$ cat src/rtl/unpacker_stream.sv
// unpacker_stream: splits wide packet beats into narrow chunks
// with valid/ready flow control on both sides.
module unpacker_stream #(
    parameter int IN_BYTES  = 160,
    parameter int OUT_BYTES = 32,
    parameter int VBC_W     = 8
) (
    input  logic                   clk,
    input  logic                   reset_L,
    input  logic                   in_val,
    input  logic                   in_sop,
    input  logic                   in_eop,
    input  logic [VBC_W-1:0]       in_vbc,
    input  logic [IN_BYTES*8-1:0]  in_data,
    output logic                   in_ready,
    output logic                   o_val,
    output logic                   o_sop,
    output logic                   o_eop,
    output logic [VBC_W-1:0]       o_vbc,
    output logic [OUT_BYTES*8-1:0] o_data,
    input  logic                   o_ready,
    output logic                   idle,
    output logic                   err
);

    localparam int IW      = IN_BYTES * 8;
    localparam int OW      = OUT_BYTES * 8;
    localparam int NCH_MAX = (IN_BYTES + OUT_BYTES - 1) / OUT_BYTES;
    localparam int CW      = $clog2(NCH_MAX + 1);

    typedef enum logic {
        IDLE,
        BUSY
    } state_t;

    state_t           state_q, state_d;
    logic [IW-1:0]    data_q, data_d;
    logic             sop_q, sop_d;
    logic             eop_q, eop_d;
    logic [VBC_W-1:0] vbc_q, vbc_d;
    logic [CW-1:0]    nch_q, nch_d;
    logic [CW-1:0]    idx_q, idx_d;
    logic             err_q, err_d;
    logic             live_q;

    logic             busy;
    logic             is_last;
    logic             legal;
    logic             in_acc;
    logic             out_acc;
    logic [CW-1:0]    in_nch;
    logic [VBC_W-1:0] vbc_c;
    logic [OW-1:0]    chunk;

    // Handshake qualifiers and the chunk count of the offered beat
    always_comb begin
        busy     = (state_q == BUSY);
        is_last  = (idx_q == nch_q - CW'(1));
        legal    = (in_vbc != '0) && (in_vbc <= VBC_W'(IN_BYTES));
        in_ready = live_q && (!busy || (is_last && o_ready));
        in_acc   = in_val && in_ready;
        out_acc  = busy && o_ready;
        in_nch   = CW'((int'(in_vbc) + OUT_BYTES - 1) / OUT_BYTES);
    end

    // Next-state: load on legal accept, else step or retire chunks
    always_comb begin
        state_d = state_q;
        data_d  = data_q;
        sop_d   = sop_q;
        eop_d   = eop_q;
        vbc_d   = vbc_q;
        nch_d   = nch_q;
        idx_d   = idx_q;
        err_d   = in_acc && !legal;
        if (in_acc && legal) begin
            state_d = BUSY;
            data_d  = in_data;
            sop_d   = in_sop;
            eop_d   = in_eop;
            vbc_d   = in_vbc;
            nch_d   = in_nch;
            idx_d   = '0;
        end else if (out_acc) begin
            if (is_last) begin
                state_d = IDLE;
            end else begin
                idx_d = idx_q + CW'(1);
            end
        end
    end

    // State registers; live_q holds in_ready low until the first edge
    always_ff @(posedge clk or negedge reset_L) begin
        if (!reset_L) begin
            state_q <= IDLE;
            data_q  <= '0;
            sop_q   <= 1'b0;
            eop_q   <= 1'b0;
            vbc_q   <= '0;
            nch_q   <= '0;
            idx_q   <= '0;
            err_q   <= 1'b0;
            live_q  <= 1'b0;
        end else begin
            state_q <= state_d;
            data_q  <= data_d;
            sop_q   <= sop_d;
            eop_q   <= eop_d;
            vbc_q   <= vbc_d;
            nch_q   <= nch_d;
            idx_q   <= idx_d;
            err_q   <= err_d;
            live_q  <= 1'b1;
        end
    end

    // Output chunk: select by index, zero bytes past the valid count
    always_comb begin
        if (!busy) begin
            vbc_c = '0;
        end else if (is_last) begin
            vbc_c = VBC_W'(int'(vbc_q) - (int'(nch_q) - 1) * OUT_BYTES);
        end else begin
            vbc_c = VBC_W'(OUT_BYTES);
        end
        chunk = OW'(data_q >> (int'(idx_q) * OW));
        for (int b = 0; b < OUT_BYTES; b++) begin
            if (b >= int'(vbc_c)) begin
                chunk[b*8 +: 8] = 8'h00;
            end
        end
        o_val  = busy;
        idle   = !busy;
        o_sop  = busy && sop_q && (idx_q == '0);
        o_eop  = busy && eop_q && is_last;
        o_vbc  = vbc_c;
        o_data = chunk;
        err    = err_q;
    end

endmodule

$ cat config.mk
export PLATFORM = sky130hd
export DESIGN_NAME = unpacker_stream
export DESIGN_NICKNAME = d
export VERILOG_FILES = /design/src/rtl/unpacker_stream.sv
export SDC_FILE = /design/constraint.sdc
export NUM_CORES = 2
export LEC_CHECK = 0
export BUFFER_PORTS_ARGS = -buffer_cell sky130_fd_sc_hd__buf_2
export CAP_MARGIN = 20
export CORE_AREA = 3 3 617 619
export CTS_CLUSTER_DIAMETER = 100
export CTS_CLUSTER_SIZE = 24
export DETAILED_ROUTE_END_ITERATION = 16
export DIE_AREA = 0 0 620 622
export GPL_ROUTABILITY_DRIVEN = 0
export GPL_TIMING_DRIVEN = 0
export SYNTH_ARGS = -nofsm -noshare
export SYNTH_HDL_FRONTEND = slang
export SYNTH_SLANG_ARGS = --single-unit
$ cat constraint.sdc
create_clock -name clk -period 4.9 [get_ports clk]
set_input_delay 1.225 -clock clk [delete_from_list [all_inputs] [get_ports clk]]
set_output_delay 1.225 -clock clk [all_outputs]
set_load 0.01 [all_outputs]
==> impl_metrics.tcl <==
set metrics [dict create \
    finClkSkew_ns 0.0678 \
    h-tree-depth 3 \
    yosys.area.top_type_share_pct 52.7 \
    max_freq_mhz 200 \
    synth-main-ff-cell "dfrtp_1" \
    fin_crit_sh_pct 102 \
    fin_nets 6871 \
    worstReg2RegStart "idx_q[2]" \
    worst_slack_ns -0.104 \
    slew_headroom_pct 32.4 \
    syn_inst 3766 \
    grt_remaining_overflow 0 \
    synthesis.area_mm2 0.0617 \
    vias 46213 \
    reg2regPathDepth 7 \
    finalSetupViolations 18 \
    synth_nets 5065 \
    cts.path.max_buffers 4 \
    hold_viol 0 \
    holdCritPathClass "input pin to asynchronous set/reset pin" \
    worstPathCellList "inv_2 -> ha_4 -> inv_2 -> fa_2 -> xnor2_2 -> xnor2_2 -> nand4_1 -> buf_6 -> buf_4 -> buf_6 -> buf_6 -> o21ai_4 -> buf_12 -> nor2_4 -> buf_6" \
    yosysSeqAreaShare_pct 52.7 \
    tightest_slew_ns 1.01 \
    top_level_ports 1564 \
    drive_gt1_share_pct 61.7 \
    cp-endpoint "o_data[151]" \
    ys_top_cells_by_count "dfrtp_1, mux2_4, mux2_1" \
    first_pass_iters 5 \
    rows 225 \
    drt-total-wl_um 477000 \
    period_needed_ns 5.00 \
    synth_edf_count 0 \
    initial_utilization_pct 16.4 \
    die_h_um 622 \
    wire_per_inst_um 44.0 \
    use_met1_pct 27.9 \
    yosys.cell_count.top_type "dfrtp_1" \
    grt_pass1_vias 46020 \
    dieWidth_um 620 \
    yosysTopAreaCell "dfrtp_1" \
    hpwlAfterDp_um 401000 \
    post-route-util_pct 22.6 \
    multiInputGateArea_mm2 0.0287 \
    ys_warn_count 0 \
    slew_violations 0 \
    clk_latency_ns 0.92 \
    grt_start_max_net_pins 155 \
    p_leak_nw 37.8 \
    worst-path-stages 15 \
    synth.distinct_cells 55 \
    powerDensity_mw_per_mm2 785 \
    grt_pass1_wl_um 579000 \
    cts_root_buffer "clkbuf_16" \
    use_met3_pct 8.82 \
    syn_avg_cell_area_um2 16.4 \
    critPathArrivalTime_ns 3.78 \
    gr-max-usage-layer "met2" \
    r2r_slack_ns 0.75 \
    cpMostUsedCell "buf_6" \
    timing.critical_path.buf_inv 8 \
    crit_family "buffers and inverters" \
    numCtsBuffers 92 \
    endpoint_kind "output port" \
    cp_max_fo 6 \
    critPathKind "register to output port" \
    nFillCells 39866 \
    first_iter_violations 4616 \
    core_mm2 0.376 \
    tritoncts "done" \
    maxCapViolCount 0 \
    drcViolationCount 0 \
    worst_path_max_delay_cell "dfrtp_1" \
    fin_area_mm2 0.0847 \
    grtUsageTotal_pct 24.0 \
    ir_drop_uv 449 \
    rr_endpoint "data_q[665]" \
    violations "setup timing" \
    register_area_mm2 0.0325 \
    area_delta_synth_final_pct 37.3 \
    ys_ff_latch 1299 \
    ant_nets 0 \
    crit_path_start "nch_q[0]" \
    synthTopCellsByArea "dfrtp_1, mux2_4, mux4_2" \
    dpl_cell_area_mm2 0.0782 \
    die_area_mm2 0.386 \
    synth-async-reset-ratio_pct 100 \
    cp-start-kind "register" \
    cpPeakStageDelay_ns 0.37 \
    grt_antenna_before_repair 330 \
    clkSinkCount 1299 \
    rsz0062_at_grt "true" \
    io_buffers 1563 \
    worstPathRequired_ns 3.67 \
    grtUsageMet2_pct 38.8 \
    clk_pin_slew_ns 0.09 \
    viasPerCell 4.26 \
    status "finished with violations" \
]
[worst reg2reg max path, delay by kind of cell, from the launching register on]
| kind | cells | cell delay, ns |
|---|---|---|
| xor+xnor | 1 | 0.52 |
| flops | 1 | 0.44 |
| simple gates | 1 | 0.33 |
| compound gates | 1 | 0.57 |
| mux | 1 | 0.43 |
| buf+inv | 3 | 1.71 |
[metal layers]
layer	share of wire (%)	wire length, um	vias up
met3	9.7	46100	833
met5	0.14	666	-
met2	47	222000	2817
li1	-	-	17890
met1	38	181000	24587
met4	5.7	27100	86
[worst min path at each step]
stage | startpoint | to
CTS | reset_L | data_q[946]
floorplan | eop_q | eop_q
global placement | data_q[725] | data_q[725]
global route | reset_L | data_q[946]
finish | reset_L | data_q[946]
detailed placement | eop_q | eop_q
[layout make-up]
| cell class | count | area share (%) |
|---|---|---|
| diodes | 243 | 0.718 |
| plain buffers | 267 | 2.67 |
| clock buffers | 96 | 2.79 |
| clock inverters | 45 | 0.905 |
| inverters | 10 | 0.0443 |
| multi-input cells | 2189 | 33.9 |
| flip-flops and latches | 1299 | 38.4 |
| well taps | 4994 | 7.38 |
| repair buffers | 1713 | 13.2 |
[cell usage in the layout, fill, tap and decap left out, types with 8 or more instances in the layout]
master,n
mux2_4,879
buf_8,23
mux4_2,256
buf_4,55
mux2_1,412
a22oi_1,180
nor2_4,69
nor2_1,169
a22oi_2,76
dfrtp_1,1297
buf_12,64
buf_2,1489
buf_16,25
diode_2,243
nor2_2,28
and2_1,12
clkbuf_1,14
clkbuf_2,41
clkbuf_4,40
inv_12,8
o21ai_4,14
buf_6,217
clkinv_16,10
clkbuf_16,101
[per-stage QoR]
step                      instances  TNS [ns]  setup slack, ns  total power [mW]  hold slack, ns
final                         10856    -0.865           -0.104              66.5           0.289
after global routing          10778    -11.22           -0.278              69.3           0.309
after CTS                     10601     -3.19           -0.143              66.3           0.272
after detailed placement      10430    -63.97           -0.506              55.3           0.467
after global placement        10323         -           -29.74              53.5           0.462
after floorplan                3766         0            0.894              34.3           0.449
[sequential cells by signal, indices dropped and copies added, names as in the netlist]
signal and cells:
data_q 1280, eop_q 1, err 1, idx_q 3, live_q 1, nch_q 3
o_val 1, sop_q 1, vbc_q 8
[what timing repair did]
| action | 4_1_cts | 5_1_grt |
|---|---|---|
| buffers inserted | 32 | 15 |
| pin swaps | 47 | 62 |
| hold buffers | 0 | 0 |
| endpoints found under the setup margin | 263 | 236 |
| endpoints found under the hold margin | 0 | 0 |
| resized for setup | 426 | 255 |
| gates cloned | 1 | 0 |
[power by group]
part / leakage, nW / internal, mW / switching [mW]
clock network: 1.50 / 3.79 / 4.96
registers: 15.8 / 16.0 / 4.40
logic: 20.5 / 16.3 / 21.0
total: 37.8 / 36.1 / 30.4
[kinds of logic (layout without fill, tap and decap cells)]
kind of cell | count (synthesis) | after routing | share of synthesized area [%]
other | 1 | 244 | 0.00608
AOI/OAI and AO/OA | 309 | 309 | 3.70
muxes | 1548 | 1548 | 38.3
adders and majority gates | 5 | 5 | 0.114
and+or+nand+nor | 320 | 320 | 2.14
buffers and inverters | 278 | 2131 | 2.97
xor gates and xnor gates | 6 | 6 | 0.110
DFF | 1299 | 1299 | 52.7
Power figures use the tool's default switching activity.
